--- config.mk ---
export PLATFORM = sky130hd
export DESIGN_NAME = tt_pin_driver
export DESIGN_NICKNAME = d
export VERILOG_FILES = /design/src/rtl/tt_drv_pkg.sv /design/src/rtl/tt_drv_counter.sv /design/src/rtl/tt_pin_driver.sv
export SDC_FILE = /design/constraint.sdc
export NUM_CORES = 1
export LEC_CHECK = 0
export CAP_MARGIN = 20
export CORE_MARGIN = 2
export CORE_UTILIZATION = 45
export CTS_BUF_LIST = sky130_fd_sc_hd__clkbuf_16
export DETAILED_ROUTE_END_ITERATION = 8
export GPL_ROUTABILITY_DRIVEN = 0
export PLACE_DENSITY = 0.85
export SLEW_MARGIN = 10
export SYNTH_ARGS = -nofsm -noshare
export SYNTH_HDL_FRONTEND = slang
export SYNTH_SLANG_ARGS = --single-unit
--- constraint.sdc ---
create_clock -name clk -period 3.75 [get_ports clk]
set_input_delay 0.75 -clock clk [delete_from_list [all_inputs] [get_ports clk]]
set_output_delay 0.75 -clock clk [all_outputs]
set_load 0.03 [all_outputs]
--- src/rtl/tt_drv_pkg.sv ---
// Shared types and constants for the Tiny Tapeout pin driver.
// Opcode and FSM enums, response width and the error-count ceiling.
package tt_drv_pkg;

  typedef enum logic [2:0] {
    OP_NOP     = 3'd0,
    OP_SET_UI  = 3'd1,
    OP_SET_UIO = 3'd2,
    OP_SET_ENA = 3'd3,
    OP_RESET   = 3'd4,
    OP_WAIT    = 3'd5,
    OP_SAMPLE  = 3'd6,
    OP_RSVD    = 3'd7
  } op_e;

  typedef enum logic [2:0] {
    ST_IDLE   = 3'd0,
    ST_RST    = 3'd1,
    ST_WAIT   = 3'd2,
    ST_SETTLE = 3'd3,
    ST_RESP   = 3'd4
  } state_e;

  localparam int         RSP_W   = 24;
  localparam logic [7:0] ERR_MAX = 8'hFF;

endpackage

--- src/rtl/tt_drv_counter.sv ---
// Loadable down-counter shared by the RST, WAIT and SETTLE phases.
// done is high while the count sits at 1, i.e. in the last cycle of a phase.
module tt_drv_counter #(
  parameter int CNT_W = 8
) (
  input  logic             clk,
  input  logic             rst_n,
  input  logic             load,
  input  logic [CNT_W-1:0] load_val,
  output logic             done
);

  logic [CNT_W-1:0] cnt;

  always_ff @(posedge clk) begin
    if (!rst_n)            cnt <= '0;
    else if (load)         cnt <= load_val;
    else if (cnt != '0)    cnt <= cnt - 1'b1;
  end

  assign done = (cnt == CNT_W'(1));

endmodule

--- src/rtl/tt_pin_driver.sv ---
// Command-driven pin driver for a tt_um_* user design: sets inputs, pulses reset,
// waits and samples outputs. Define TT_DRV_COMPARE_EN to add the masked compare on SAMPLE.
module tt_pin_driver
  import tt_drv_pkg::*;
#(
  parameter int SETTLE_CYCLES = 2,
  parameter int CNT_W         = 8
) (
  input  logic             clk,
  input  logic             rst_n,
  input  logic             cmd_valid,
  output logic             cmd_ready,
  input  logic [2:0]       cmd_op,
  input  logic [7:0]       cmd_data,
  input  logic [7:0]       cmd_arg,
  output logic             rsp_valid,
  input  logic             rsp_ready,
  output logic [RSP_W-1:0] rsp_data,
  output logic             rsp_err,
  output logic [7:0]       err_count,
  output logic [7:0]       dut_ui_in,
  output logic [7:0]       dut_uio_in,
  output logic             dut_ena,
  output logic             dut_rst_n,
  input  logic [7:0]       dut_uo_out,
  input  logic [7:0]       dut_uio_out,
  input  logic [7:0]       dut_uio_oe
);

  state_e           state, state_nxt;
  op_e              op;
  logic             accept, rdy_en, cnt_load, cnt_done, capture;
  logic [CNT_W-1:0] cnt_val;

  assign op      = op_e'(cmd_op);
  assign accept  = cmd_valid && cmd_ready;
  assign capture = (state == ST_SETTLE) && cnt_done;

  tt_drv_counter #(.CNT_W(CNT_W)) u_cnt (
    .clk      (clk),
    .rst_n    (rst_n),
    .load     (cnt_load),
    .load_val (cnt_val),
    .done     (cnt_done)
  );

  // rdy_en keeps cmd_ready low for as long as rst_n is held
  always_ff @(posedge clk) begin
    if (!rst_n) begin
      state  <= ST_IDLE;
      rdy_en <= 1'b0;
    end else begin
      state  <= state_nxt;
      rdy_en <= 1'b1;
    end
  end

  always_comb begin
    state_nxt = state;
    cnt_load  = 1'b0;
    cnt_val   = '0;
    case (state)
      ST_IDLE: if (accept) begin
        case (op)
          OP_RESET: begin
            state_nxt = ST_RST;
            cnt_load  = 1'b1;
            cnt_val   = (cmd_arg == 8'd0) ? CNT_W'(1) : CNT_W'(cmd_arg);
          end
          OP_WAIT: if (cmd_arg != 8'd0) begin
            state_nxt = ST_WAIT;
            cnt_load  = 1'b1;
            cnt_val   = CNT_W'(cmd_arg);
          end
          OP_SAMPLE: begin
            state_nxt = ST_SETTLE;
            cnt_load  = 1'b1;
            cnt_val   = CNT_W'(SETTLE_CYCLES);
          end
          default: ;
        endcase
      end
      ST_RST, ST_WAIT: if (cnt_done) state_nxt = ST_IDLE;
      ST_SETTLE:       if (cnt_done) state_nxt = ST_RESP;
      ST_RESP:         if (rsp_ready) state_nxt = ST_IDLE;
      default:         state_nxt = ST_IDLE;
    endcase
  end

  always_comb begin
    cmd_ready = (state == ST_IDLE) && rdy_en;
    rsp_valid = (state == ST_RESP);
  end

  always_ff @(posedge clk) begin
    if (!rst_n) begin
      dut_ui_in  <= '0;
      dut_uio_in <= '0;
      dut_ena    <= 1'b0;
      dut_rst_n  <= 1'b0;
      rsp_data   <= '0;
    end else begin
      if (accept) begin
        case (op)
          OP_SET_UI:  dut_ui_in  <= cmd_data;
          OP_SET_UIO: dut_uio_in <= cmd_data;
          OP_SET_ENA: dut_ena    <= cmd_data[0];
          OP_RESET:   dut_rst_n  <= 1'b0;
          default: ;
        endcase
      end
      if ((state == ST_RST) && cnt_done) dut_rst_n <= 1'b1;
      if (capture) rsp_data <= {dut_uio_oe, dut_uio_out, dut_uo_out};
    end
  end

`ifdef TT_DRV_COMPARE_EN
  logic [7:0] exp_q, mask_q;
  logic       mismatch;

  assign mismatch = |((dut_uo_out ^ exp_q) & mask_q);

  always_ff @(posedge clk) begin
    if (!rst_n) begin
      exp_q     <= '0;
      mask_q    <= '0;
      rsp_err   <= 1'b0;
      err_count <= '0;
    end else begin
      if (accept && (op == OP_SAMPLE)) begin
        exp_q  <= cmd_data;
        mask_q <= cmd_arg;
      end
      if (capture) begin
        rsp_err <= mismatch;
        if (mismatch && (err_count != ERR_MAX)) err_count <= err_count + 8'd1;
      end
    end
  end
`else
  assign rsp_err   = 1'b0;
  assign err_count = '0;
`endif

endmodule
==> flow_summary_export.csv, run 1 <==
group,metric,value,unit
worst_setup_path,worst-setup-path-type,"reg2out",
clocking,insertion_delay,0.28,ns
timing,setup_viol,0,
grt,grt_use_total,0.1866,
synthesis,syn_inst,279,
drt,totalWireLength,5.639,mm
finish,drive_gt1_frac,0.04432,
clocking,cts_tree,"done",
clocking,cts-buffers-inserted,5,
clocking,cts_setup_buffers,0,
worst_setup_path,cp_data_required_time,3.00,ns
status,status,"finished, final reports clean",
worst_setup_path,start_kind,"register",
worst_setup_path,critPathBufInv,1,
placement,placed_cells,425,
floorplanning,rows,27,
drt,first_pass_iters,4,
synthesis,synth_area_leaders,"dfxtp_1 44%, nand2_1 9.2%, a21boi_0 8.2%, mux2i_1 3.6%, buf_4 3.6%",
worst_hold_path,min_path_type,"reg2reg",
worst_setup_path,critPathCaptureType,"primary output",
timing,setup_slack,1.142,ns
drt,drt_iter0_drc,96,
clocking,h-tree-depth,2,
grt,grt_max_degree,65,
floorplanning,coreArea,5405,um2
timing,slew_headroom,0.3711,
grt,overflow,0,
worst_setup_path,cp_data_arrival_time,1.86,ns
synthesis,synthTopCellsByCount,"61 x nand2_1, 54 x dfxtp_1, 27 x a21boi_0",
synthesis,post-synth-top-area-fraction,0.4364,
placement,pre_cts_slack,0.8505,ns
drt,avgRoutedWirePerCell,13.02,um
synthesis,ys_seq_area_frac,0.4364,
clocking,clk_pin_slew_worst_paths,0.07,ns
run,drv_cap,0,
placement,dp_hpwl,4.058,mm
timing,clock.fmax,383.4,MHz
floorplanning,die_area,6114,um2
timing,slew_viol_final,0,
power,p_leak,1.286,nW
placement,portBuffers,90,
synthesis,yosysTopAreaCell,"dfxtp_1",
clocking,holdBufCountCts,0,
power,p_total,1.523,mW
synthesis,yosys.cell_types.count,45,
synthesis,synth_edf_count,0,
clocking,cts_buffer_depth,2,
finish,area_delta_synth_final,40.20,%
timing,period_share,0.6955,
timing,worst_pin_slew,0.9434,ns
synthesis,syn_area,2477,um2
worst_setup_path,cp_top_family,"buffers and inverters",
floorplanning,start_util,0.4583,
power,ir_worst_vdd,0.0002682,V
finish,diodes,0,
synthesis,ys_async_sr_fraction,0,
finish,nNetsFinal,410,
synthesis,yosysWarnings,0,
floorplanning,die_x,78.20,um
floorplanning,io_pins,100,
grt,grt_pass1_wl,9.211,mm
worst_setup_path,crit_slowest_cell,"clkdlybuf4s50_1",
synthesis,yosysMostFrequentCell,"nand2_1",
drt,via_count,2158,
synthesis,synth_seq_cells,54,
clocking,clock_sinks,54,
timing,fin_worst_skew,0.005990,ns
worst_setup_path,worst_path_largest_cell_delay,0.75,ns
drt,drtAntennaViolNets,0,
worst_setup_path,critPathMaxFanout,7,
synthesis,synth_ff_type,"dfxtp_1",
timing,grt_setup_unrepaired,"no",
grt,antenna_found_initial,0,
timing,fin_tns_setup,0,ns
drt,drc,0,
clocking,root_buffer,"clkbuf_16",
power,power_density,438.4,nW/um2
finish,instances_no_fill,433,
timing,final.min_clock_period,2.608,ns
floorplanning,dieHeight,78.20,um
timing,report.final.hold_viol_count,0,
timing,whs,0.4519,ns
grt,grt_pass1_vias,2007,
clocking,cts_resized,0,
synthesis,syn_avg_cell_area,8.879,um2
worst_setup_path,worstPathCellList,"nor4b_4 -> clkdlybuf4s50_1",
drt,vias_per_cell,4.984,
-- state kept, by name, summed over array words and instances, names as in the netlist --
name / flops
dut_ui_in: 8
dut_uio_in: 8
rsp_data: 24
dut_rst_n: 1
rdy_en: 1
state: 3
u_cnt.cnt: 8
dut_ena: 1
-- cell families after synthesis --
| kind of cell | count (synthesis) | synth area share |
|---|---|---|
| other cells | 1 | 0.001514 |
| fa+ha+maj | 3 | 0.01515 |
| compound gates | 58 | 0.1621 |
| simple gates | 123 | 0.2662 |
| flops | 54 | 0.4364 |
| mux | 9 | 0.03637 |
| xor+xnor | 4 | 0.01414 |
| buf+inv | 27 | 0.06819 |
-- power breakdown --
part	switching, mW	internal, mW	total [mW]
Combinational	0.224	0.203	0.428
Sequential	0.0506	0.613	0.664
Clock	0.189	0.242	0.431
Total	0.464	1.06	1.52
-- final cells by class --
cell class,instances,area (um2)
flip-flops and latches,54,1081
clock inverters,3,12.51
inverters,3,11.26
fillers,473,1932
repair buffers,90,895.9
clock buffers,5,125.1
well taps,72,90.09
multi-input cells,206,1257
-- layout by cell type, fill, tap and decap left out, types with 2 or more instances in the layout --
cell type        synthesis  layout
a21boi_0                27      27
nor2b_1                 12      12
conb_1                   1       9
a211o_1                  2       2
clkbuf_16                0       5
nand2_1                 61      61
and3_1                   4       4
nand3_1                 16      16
xor2_1                   3       3
mux2i_1                  9       9
or4_1                    2       2
o21ai_0                 11      11
a21oi_1                  4       4
nor2_1                   7       7
dfxtp_1                 54      54
nor4b_4                  2       2
o21a_1                   4       4
o22ai_1                  2       2
ha_1                     3       3
a21boi_1                 2       2
nor3_1                   2       2
nand3b_1                 3       3
nand4_1                  2       2
clkdlybuf4s50_1          0      89
inv_1                    3       4
a31oi_1                  3       3
-- metal layers --
layer | up-vias | track usage | wire [um]
li1 | 1096 | - | -
met3 | 7 | 0.04253 | 256
met2 | 55 | 0.3267 | 2793
met1 | 1000 | 0.2286 | 2512
met5 | - | 0 | 0
met4 | 0 | 0.05614 | 77
-- final timing paths --
check | to | slack, ns | from | depth (start not counted)
hold reg to reg | rsp_data[2] | 0.45 | rsp_data[2] | 2
hold / removal | rsp_data[2] | 0.45 | rsp_data[2] | 2
setup reg to reg | rsp_data[5] | 1.41 | u_cnt.cnt[2] | 5
setup / recovery | cmd_ready | 1.14 | state[1] | 2
-- through the flow --
step / util / area (um2)
after floorplan: - / 2507
after global placement: 0.6171 / 3336
after detailed placement: 0.6171 / 3336
after CTS: 0.6426 / 3473
after global routing: 0.6426 / 3473
final: 0.6426 / 3473
-- tightest hold or removal path: stages (launching register included) --
cell and delay (ns):
dfxtp_1 0.31, nand2_1 0.05, a21boi_1 0.05
Note: power is estimated with default switching activity, not from simulation.
==> inputs of run 2 (changes only) <==
--- a/config.mk
+++ b/config.mk
@@ -7,11 +7,11 @@
 export LEC_CHECK = 0
 export CAP_MARGIN = 20
 export CORE_MARGIN = 2
-export CORE_UTILIZATION = 45
+export CORE_UTILIZATION = 43
 export CTS_BUF_LIST = sky130_fd_sc_hd__clkbuf_16
 export DETAILED_ROUTE_END_ITERATION = 8
 export GPL_ROUTABILITY_DRIVEN = 0
-export PLACE_DENSITY = 0.85
+export PLACE_DENSITY = 0.82
 export SLEW_MARGIN = 10
 export SYNTH_ARGS = -nofsm -noshare
 export SYNTH_HDL_FRONTEND = slang
==> constraint.sdc (replaced) <==
create_clock -name clk -period 2.5 [get_ports clk]
set_input_delay 0.5 -clock clk [delete_from_list [all_inputs] [get_ports clk]]
set_output_delay 0.5 -clock clk [all_outputs]
set_load 0.03 [all_outputs]
==> run 2 against run 1 <==
Sequential share of layout area decreased by 0.70 points. Combinational power grew 53%. Cell area grew 2.3%. First-iteration DRC count is 14% lower. Core utilization shrank 0.12 points. Non-clock buffer count up 7. Setup slack lost 1.0 ns. Count of clock-buffer cells in the layout unchanged. Largest cell class unchanged.
==> flow_summary_export.csv, run 2 (synthesis gave the netlist of run 1 again) <==
group,metric,value,unit
grt,grt_max_degree,65,
worst_setup_path,start_kind,"register",
finish,largest_reg_flops,24,
clocking,cts-buffers-inserted,5,
grt,grt_use_total,0.1825,
clocking,cts_setup_buffers,0,
power,ir_worst_vdd,0.0006098,V
clocking,insertion_delay,0.28,ns
finish,diodes,0,
clocking,cts_buffer_depth,2,
timing,period_share,0.9460,
clocking,cts_tree,"done",
drt,via_count,2163,
grt,grt_pass1_wl,9.356,mm
drt,drc,0,
clocking,h-tree-depth,2,
timing,slew_headroom,0.5949,
finish,area_delta_synth_final,43.43,%
timing,final.min_clock_period,2.365,ns
drt,drtAntennaViolNets,0,
worst_setup_path,critPathCaptureType,"primary output",
timing,report.final.hold_viol_count,0,
finish,top_register,"rsp_data",
finish,layout_common_cells,"89 x clkdlybuf4s50_1, 61 x nand2_1, 54 x dfxtp_1",
drt,drt_iter0_drc,83,
clocking,clk_pin_slew_worst_paths,0.06,ns
grt,antenna_found_initial,0,
drt,totalWireLength,5.725,mm
clocking,clock_sinks,54,
worst_hold_path,min_path_type,"reg2reg",
floorplanning,dieHeight,79.91,um
floorplanning,rows,27,
worst_setup_path,cp_data_arrival_time,1.87,ns
power,power_density,677.3,nW/um2
finish,final_common_cell,"clkdlybuf4s50_1",
drt,vias_per_cell,4.916,
timing,fin_tns_setup,0,ns
floorplanning,start_util,0.4472,
worst_setup_path,cp_data_required_time,2.00,ns
grt,grt_pass1_vias,2068,
clocking,holdBufCountCts,0,
power,p_leak,1.331,nW
floorplanning,io_pins,100,
timing,grt_setup_unrepaired,"no",
worst_setup_path,critPathMaxFanout,7,
drt,first_pass_iters,4,
placement,dp_hpwl,4.161,mm
worst_setup_path,worst-setup-path-type,"reg2out",
floorplanning,die_area,6385,um2
status,status,"finished, final reports clean",
power,p_total,2.407,mW
timing,worst_pin_slew,0.6077,ns
floorplanning,die_x,79.91,um
timing,slew_viol_final,0,
drt,avgRoutedWirePerCell,13.01,um
clocking,cts_resized,0,
placement,portBuffers,90,
run,drv_cap,0,
timing,fin_worst_skew,0.004620,ns
floorplanning,coreArea,5540,um2
finish,drive_gt1_frac,0.06793,
timing,clock.fmax,422.8,MHz
finish,nNetsFinal,417,
grt,overflow,0,
timing,setup_viol,0,
clocking,root_buffer,"clkbuf_16",
run 2: worst paths after layout:
path                  to  depth (start not counted)  slack (ns)   startpoint
max reg2reg     state[1]                          5        0.48     state[1]
min reg2reg  rsp_data[3]                          2        0.45  rsp_data[3]
max            cmd_ready                          2        0.13     state[1]
min          rsp_data[3]                          2        0.45  rsp_data[3]
run 2: metrics by stage:
step                setup slack, ns  std cells  hold WS [ns]    util  instance area [um2]
floorplan                    0.4777        287        0.5277       -                 2507
global placement             0.1476        432        0.4400  0.6116                 3388
detailed placement           0.1154        432        0.4440  0.6116                 3388
CTS                          0.1190        440        0.4530  0.6414                 3553
global route                0.08195        440        0.4895  0.6414                 3553
finish                       0.1349        440        0.4495  0.6414                 3553
run 2: cell type report:
cell class / instances / area (um2)
repair buffers: 97 / 948.4
fillers: 489 / 1987
well taps: 72 / 90.09
inverters: 3 / 11.26
multi-input cells: 206 / 1257
clock inverters: 3 / 40.04
clock buffers: 5 / 125.1
flip-flops and latches: 54 / 1081
run 2: metal layers:
metal / vias up / global-route usage / share of wire
li1: 1109 / - / -
met1: 1002 / 0.2189 / 0.44
met2: 48 / 0.3283 / 0.51
met3: 4 / 0.03620 / 0.042
met4: 0 / 0.05085 / 0.010
met5: - / 0 / 0
run 2: worst max-delay path: stages (launching register included):
cell and delay [ns]:
dfxtp_1 0.38, nor4b_4 0.44, clkdlybuf4s50_1 0.76
run 2: where the power goes:
| part | leakage (nW) | internal, mW | switching (mW) |
|---|---|---|---|
| clock network | 0.0836 | 0.469 | 0.292 |
| logic | 0.811 | 0.325 | 0.331 |
| registers | 0.437 | 0.920 | 0.0701 |
==> inputs of run 3 (changes only) <==
--- a/config.mk
+++ b/config.mk
@@ -12,6 +12,7 @@
 export DETAILED_ROUTE_END_ITERATION = 8
 export GPL_ROUTABILITY_DRIVEN = 0
 export PLACE_DENSITY = 0.82
+export SKIP_LAST_GASP = 1
 export SLEW_MARGIN = 10
 export SYNTH_ARGS = -nofsm -noshare
 export SYNTH_HDL_FRONTEND = slang
==> results of run 3 <==
No change in the layout: final DEF, timing and power equal those of run 2.
